File: config.mk
export PLATFORM = sky130hd
export DESIGN_NAME = mem_responder_flat
export DESIGN_NICKNAME = d
export VERILOG_FILES = /design/src/rtl/mem_responder_if.sv /design/src/rtl/mem_responder.sv /design/src/flat_wrapper.sv
export SDC_FILE = /design/constraint.sdc
export NUM_CORES = 2
export LEC_CHECK = 0
export ABC_AREA = 1
export CORE_MARGIN = 3
export CORE_UTILIZATION = 40
export DETAILED_ROUTE_END_ITERATION = 16
export DONT_BUFFER_PORTS = 1
export PLACE_DENSITY = 0.6
export RECOVER_POWER = 25
export SLEW_MARGIN = 20
export SYNTH_ARGS = -nofsm -noshare
export SYNTH_HDL_FRONTEND = slang
export SYNTH_SLANG_ARGS = --single-unit
export TNS_END_PERCENT = 1
File: constraint.sdc
create_clock -name clk -period 20.3 [get_ports clk]
set_input_delay 4.06 -clock clk [delete_from_list [all_inputs] [get_ports clk]]
set_output_delay 4.06 -clock clk [all_outputs]
set_load 0.05 [all_outputs]
File: src/rtl/mem_responder_if.sv
// Bus between the control-unit side (master) and the memory responder (slave).
// Carries the MAR/data access strobes, the loader write port and the
// responder's completion/error outputs. Widths must match the responder's.
interface mem_responder_if #(
  parameter int DATA_W = 16,
  parameter int ADDR_W = 8
);
  logic [ADDR_W-1:0] mar_addr;
  logic [DATA_W-1:0] data_in;
  logic              rmem;
  logic              wmem;
  logic              ld_en;
  logic [ADDR_W-1:0] ld_addr;
  logic [DATA_W-1:0] ld_data;
  logic [DATA_W-1:0] data_out;
  logic              ready;
  logic              busy;
  logic              err;

  modport master (
    output mar_addr, data_in, rmem, wmem, ld_en, ld_addr, ld_data,
    input  data_out, ready, busy, err
  );

  modport slave (
    input  mar_addr, data_in, rmem, wmem, ld_en, ld_addr, ld_data,
    output data_out, ready, busy, err
  );
endinterface

File: src/rtl/mem_responder.sv
// Memory-side responder for the control unit's rmem/wmem strobes.
// Accepts a request on a strobe rising edge, waits WAIT_CYCLES, performs the
// access on latched address/data, then pulses ready for one cycle.
// A loader port preloads words while the responder is idle.
//
//  state  | meaning
//  -------+---------------------------------------------------------
//  S_IDLE | waiting for a strobe edge; loader writes allowed
//  S_WAIT | wait-state countdown on cnt, request already latched
//  S_ACC  | storage read/write using the latched request
//  S_DONE | ready pulse cycle, busy still high
module mem_responder #(
  parameter int DATA_W      = 16,
  parameter int ADDR_W      = 8,
  parameter int DEPTH       = 256,
  parameter int WAIT_CYCLES = 2
) (
  input  logic            clk,
  input  logic            reset,
  mem_responder_if.slave  bus
);

  localparam int IDX_W = (DEPTH > 1) ? $clog2(DEPTH) : 1;
  localparam int DEPTH_I = DEPTH;
  localparam logic [ADDR_W:0] DEPTH_L = DEPTH_I[ADDR_W:0];

  typedef enum logic [1:0] {
    S_IDLE = 2'd0,
    S_WAIT = 2'd1,
    S_ACC  = 2'd2,
    S_DONE = 2'd3
  } state_t;

  state_t            state;
  logic [3:0]        cnt;
  logic              rmem_q;
  logic              wmem_q;
  logic [ADDR_W-1:0] lat_addr;
  logic [DATA_W-1:0] lat_data;
  logic              lat_wr;

  // Storage is deliberately not reset so a preloaded program survives reset.
  logic [DATA_W-1:0] mem [DEPTH];

  logic             rd_rise;
  logic             wr_rise;
  logic             req_edge;
  logic             both_rise;
  logic             lat_valid;
  logic             ld_valid;
  logic             ld_ok;
  logic             ld_bad;
  logic             acc_wr;
  logic [IDX_W-1:0] lat_idx;
  logic [IDX_W-1:0] ld_idx;

  // Request edge detection, address range checks and loader arbitration.
  always_comb begin
    rd_rise   = bus.rmem & ~rmem_q;
    wr_rise   = bus.wmem & ~wmem_q;
    req_edge  = rd_rise | wr_rise;
    both_rise = rd_rise & wr_rise;
    lat_valid = ({1'b0, lat_addr} < DEPTH_L);
    ld_valid  = ({1'b0, bus.ld_addr} < DEPTH_L);
    lat_idx   = lat_addr[IDX_W-1:0];
    ld_idx    = bus.ld_addr[IDX_W-1:0];
    ld_ok     = bus.ld_en && (state == S_IDLE) && !req_edge && ld_valid;
    ld_bad    = bus.ld_en && !ld_ok;
    acc_wr    = (state == S_ACC) && lat_wr && lat_valid;
  end

  // Sequencer with registered outputs; strobe history is tracked in every
  // state so a strobe held across an access never looks like a new request.
  always_ff @(posedge clk or negedge reset) begin
    if (!reset) begin
      state        <= S_IDLE;
      cnt          <= '0;
      rmem_q       <= 1'b0;
      wmem_q       <= 1'b0;
      lat_addr     <= '0;
      lat_data     <= '0;
      lat_wr       <= 1'b0;
      bus.data_out <= '0;
      bus.ready    <= 1'b0;
      bus.busy     <= 1'b0;
      bus.err      <= 1'b0;
    end else begin
      rmem_q    <= bus.rmem;
      wmem_q    <= bus.wmem;
      bus.ready <= 1'b0;
      bus.err   <= ld_bad;
      case (state)
        S_IDLE: begin
          if (both_rise) begin
            bus.err <= 1'b1;
          end else if (req_edge) begin
            lat_addr <= bus.mar_addr;
            lat_data <= bus.data_in;
            lat_wr   <= wr_rise;
            cnt      <= 4'(WAIT_CYCLES);
            bus.busy <= 1'b1;
            state    <= S_WAIT;
          end
        end
        S_WAIT: begin
          if (cnt == 4'd0) begin
            state <= S_ACC;
          end else begin
            cnt <= cnt - 4'd1;
          end
        end
        S_ACC: begin
          if (!lat_wr) begin
            bus.data_out <= lat_valid ? mem[lat_idx] : '0;
          end
          if (!lat_valid) begin
            bus.err <= 1'b1;
          end
          bus.ready <= 1'b1;
          state     <= S_DONE;
        end
        S_DONE: begin
          bus.busy <= 1'b0;
          state    <= S_IDLE;
        end
        default: begin
          bus.busy <= 1'b0;
          state    <= S_IDLE;
        end
      endcase
    end
  end

  // Storage writes: loader only in IDLE, access write only in ACC, so the two never collide.
  always_ff @(posedge clk) begin
    if (ld_ok) begin
      mem[ld_idx] <= bus.ld_data;
    end else if (acc_wr) begin
      mem[lat_idx] <= lat_data;
    end
  end

endmodule

File: src/flat_wrapper.sv
// flat-port wrapper written by rule: the top's interface ports become plain ports
module mem_responder_flat 
#(
  parameter int DATA_W      = 16,
  parameter int ADDR_W      = 8,
  parameter int DEPTH       = 256,
  parameter int WAIT_CYCLES = 2
)
  (clk, reset, bus_mar_addr, bus_data_in, bus_rmem, bus_wmem, bus_ld_en, bus_ld_addr, bus_ld_data, bus_data_out, bus_ready, bus_busy, bus_err);
  mem_responder_if #(.DATA_W(DATA_W), .ADDR_W(ADDR_W)) bus_i ();
  input  logic clk;
  input  logic reset;
  input wire logic [$bits(bus_i.mar_addr)-1:0] bus_mar_addr;
  input wire logic [$bits(bus_i.data_in)-1:0] bus_data_in;
  input wire logic [$bits(bus_i.rmem)-1:0] bus_rmem;
  input wire logic [$bits(bus_i.wmem)-1:0] bus_wmem;
  input wire logic [$bits(bus_i.ld_en)-1:0] bus_ld_en;
  input wire logic [$bits(bus_i.ld_addr)-1:0] bus_ld_addr;
  input wire logic [$bits(bus_i.ld_data)-1:0] bus_ld_data;
  output wire logic [$bits(bus_i.data_out)-1:0] bus_data_out;
  output wire logic [$bits(bus_i.ready)-1:0] bus_ready;
  output wire logic [$bits(bus_i.busy)-1:0] bus_busy;
  output wire logic [$bits(bus_i.err)-1:0] bus_err;
  assign bus_i.mar_addr = bus_mar_addr;
  assign bus_i.data_in = bus_data_in;
  assign bus_i.rmem = bus_rmem;
  assign bus_i.wmem = bus_wmem;
  assign bus_i.ld_en = bus_ld_en;
  assign bus_i.ld_addr = bus_ld_addr;
  assign bus_i.ld_data = bus_ld_data;
  assign bus_data_out = bus_i.data_out;
  assign bus_ready = bus_i.ready;
  assign bus_busy = bus_i.busy;
  assign bus_err = bus_i.err;
  mem_responder #(.DATA_W(DATA_W), .ADDR_W(ADDR_W), .DEPTH(DEPTH), .WAIT_CYCLES(WAIT_CYCLES)) u_core (.clk(clk), .reset(reset), .bus(bus_i));
endmodule
==> results.json <==
{
  "slew_headroom_pct": -335,
  "tightest_slew_ns": 6.52,
  "maxSlewViolCount": 817,
  "synth.top_cell.area_share_pct": 73.9,
  "cp_cell_sequence": "inv_1 -> nor2_1 -> clkinv_1 -> o21ai_0 -> nor2_2 -> nand2_1 -> nand3_1 -> clkbuf_1 -> nand2_1 -> o21ai_0 -> clkbuf_1 -> buf_4",
  "clk_pin_slew_ns": 0.06,
  "root_buffer": "clkbuf_16",
  "track_usage_pct": 22.4,
  "max_freq_mhz": 79.4,
  "io_pins": 72,
  "ir_drop_mv": 0.175,
  "crit_slowest_cell": "clkbuf_1",
  "period_share_pct": 62.0,
  "grt_max_degree": 185,
  "cts_buffer_depth": 4,
  "place_area_um2": 173000,
  "drt_pass1_iterations": 6,
  "h-tree-depth": 5,
  "postCtsSetupRepairBufs": 0,
  "cap_violations": 21,
  "power_leakage_uw": 0.0639,
  "finalHoldViolCount": 0,
  "syn_avg_cell_area_um2": 12.0,
  "syn_nets": 13892,
  "synth_edf_count": 4096,
  "syn_area_um2": 166000,
  "design_area_um2": 186000,
  "rows": 236,
  "grt.overflow.total": 0,
  "post_drt_via_cell_ratio": 5.55,
  "violations": "max-capacitance violations, max-slew violations",
  "preCtsSetupSlack_ns": 11.55,
  "powerDensity_nw_per_um2": 142,
  "drc": 0,
  "worstSetupPathType": "input pin to flip-flop",
  "path_buf_inv": 5,
  "core_um2": 414000,
  "drive_gt1_share_pct": 6.71,
  "synthArstFlopShare_pct": 1.25,
  "grt_pass1_wl_mm": 708,
  "cts_sinks": 4148,
  "dp_hpwl_mm": 273,
  "finalWorstPathRequiredPeriod_ns": 12.59,
  "setup_violations": 0,
  "hp-class": "flip-flop to flip-flop",
  "finalSetupTns_ns": 0,
  "rsz0062_at_grt": "false",
  "fin_nets": 13762,
  "vias": 108484,
  "end_kind": "flip-flop",
  "die_area_um2": 424000,
  "setup_ws_ns": 7.71,
  "place_congestion": 0.858,
  "grt_pass1_vias": 100215,
  "cp.required_ns": 20.91,
  "postSynthCellCount": 13833,
  "post-route-util_pct": 44.9,
  "holdBufCountCts": 0,
  "status": "finished with violations",
  "ff2ff_setup_slack_ns": 10.30,
  "ys.flop_type": "edfxtp_1",
  "yosysWarnings": 0,
  "synth_seq_area_share_pct": 74.7,
  "area_growth_pct": 11.5,
  "critical_path.max_stage_delay_ns": 4.47,
  "ys_ff_latch": 4148,
  "die_width_um": 651,
  "antenna_found_initial": 30,
  "crit_fanout": 118,
  "ys_types": 30,
  "final_common_cell": "nand2_1",
  "cp.arrival_ns": 13.20,
  "cts_tree": "done",
  "wire_per_inst_um": 25.1,
  "holdWs_ns": 0.502,
  "finClkSkew_ns": 0.0684,
  "die_y_um": 651,
  "cts_resized": 0,
  "path_delay_family": "buffers and inverters",
  "port-buffer-count": 0,
  "cts_buffers": 414,
  "layout_common_cells": "4,225 x nand2_1, 4,096 x edfxtp_1, 4,084 x nand3_1",
  "worstSetupStartpointType": "input pin",
  "drt-total-wl_mm": 490,
  "clock_latency_ns": 0.99,
  "drtIter0Drc": 14474,
  "yosysTopAreaCell": "edfxtp_1",
  "initial_core_util_pct": 40.2,
  "ant_nets": 0,
  "synth.area.top_cells": "edfxtp_1 74%, nand3_1 12%, nand2_1 9.5%, buf_2 1.0%, clkbuf_1 1.0%"
}
sequential cells by signal, indices dropped and copies added, names as in the netlist:
| name | count |
|---|---|
| u_core.bus.ready | 1 |
| u_core.rmem_q | 1 |
| u_core.mem | 4096 |
| u_core.bus.data_out | 16 |
| u_core.cnt | 4 |
| u_core.lat_wr | 1 |
| u_core.lat_addr | 8 |
| u_core.bus.busy | 1 |
| u_core.bus.err | 1 |
| u_core.lat_data | 16 |
| u_core.wmem_q | 1 |
| u_core.state | 2 |
worst paths after layout:
check,startpoint,end,depth (start not counted)
worst max-delay path,bus_wmem,u_core.mem[100][1]$_DFFE_PP_,12
worst min-delay path,u_core.cnt[0]$_DFFE_PN0P_,u_core.cnt[0]$_DFFE_PN0P_,2
worst max register to register,u_core.state[0]$_DFFE_PN0P_,u_core.mem[100][1]$_DFFE_PP_,11
worst min register to register,u_core.cnt[0]$_DFFE_PN0P_,u_core.cnt[0]$_DFFE_PN0P_,2
max in group asynchronous,reset,u_core.bus.data_out[0]$_DFFE_PN0P_,0
min in group asynchronous,reset,u_core.lat_data[7]$_DFFE_PN0P_,0
through the flow:
stage / std cells / power [µW]
floorplan: 13833 / 15800
global placement: 18759 / 19000
detailed placement: 18759 / 19000
CTS: 19521 / 26400
global route: 19527 / 27500
finish: 19541 / 26400
routing by layer:
layer	GRT usage, %	vias up	wire length [µm]
met3	3.32	779	41800
met2	34.8	5057	226000
li1	-	49112	-
met5	0	-	104
met1	32.2	53522	204000
met4	8.08	14	18700
kinds of logic after synthesis:
group / synth area share, %
simple gates: 22.5
flops: 74.7
buf+inv: 2.55
compound gates: 0.213
fa+ha+maj: 0.0451
synthesized netlist by cell type (2+ instances only):
| cell type | count |
|---|---|
| buf_1 | 167 |
| dfrtp_1 | 52 |
| o21ai_2 | 3 |
| nor2_1 | 269 |
| a21oi_1 | 2 |
| nand2_1 | 4224 |
| o21ai_0 | 46 |
| nor2_2 | 3 |
| buf_4 | 5 |
| buf_2 | 333 |
| nor2_4 | 3 |
| ha_1 | 6 |
| o21ai_4 | 2 |
| o22ai_1 | 2 |
| clkinv_1 | 3 |
| inv_1 | 54 |
| o21ai_1 | 4 |
| nand3_1 | 4092 |
| inv_2 | 9 |
| edfxtp_1 | 4096 |
| clkbuf_1 | 443 |
| nand3_2 | 2 |
| nand2_2 | 6 |
tightest hold or removal path, stage by stage, from the launching register on:
cell	delay [ns]
dfrtp_1	0.34
nand2_1	0.05
o21ai_0	0.07
area by class of cell:
cell class	instances	area, µm²
clock inverter	250	2220
tap	5474	6850
timing repair buffer	403	3000
multi-input combinational	8670	38000
antenna	18	45.0
sequential	4148	124000
clock buffer	512	10900
inverter	66	284
fill	37117	228000
report_power, final:
| group | internal [µW] | leakage (µW) | switching, µW |
|---|---|---|---|
| registers | 9890 | 0.0375 | 230 |
| clock network | 4240 | 0.00642 | 3250 |
| logic | 2030 | 0.0200 | 6760 |
Note: power is estimated with default switching activity, not from simulation.
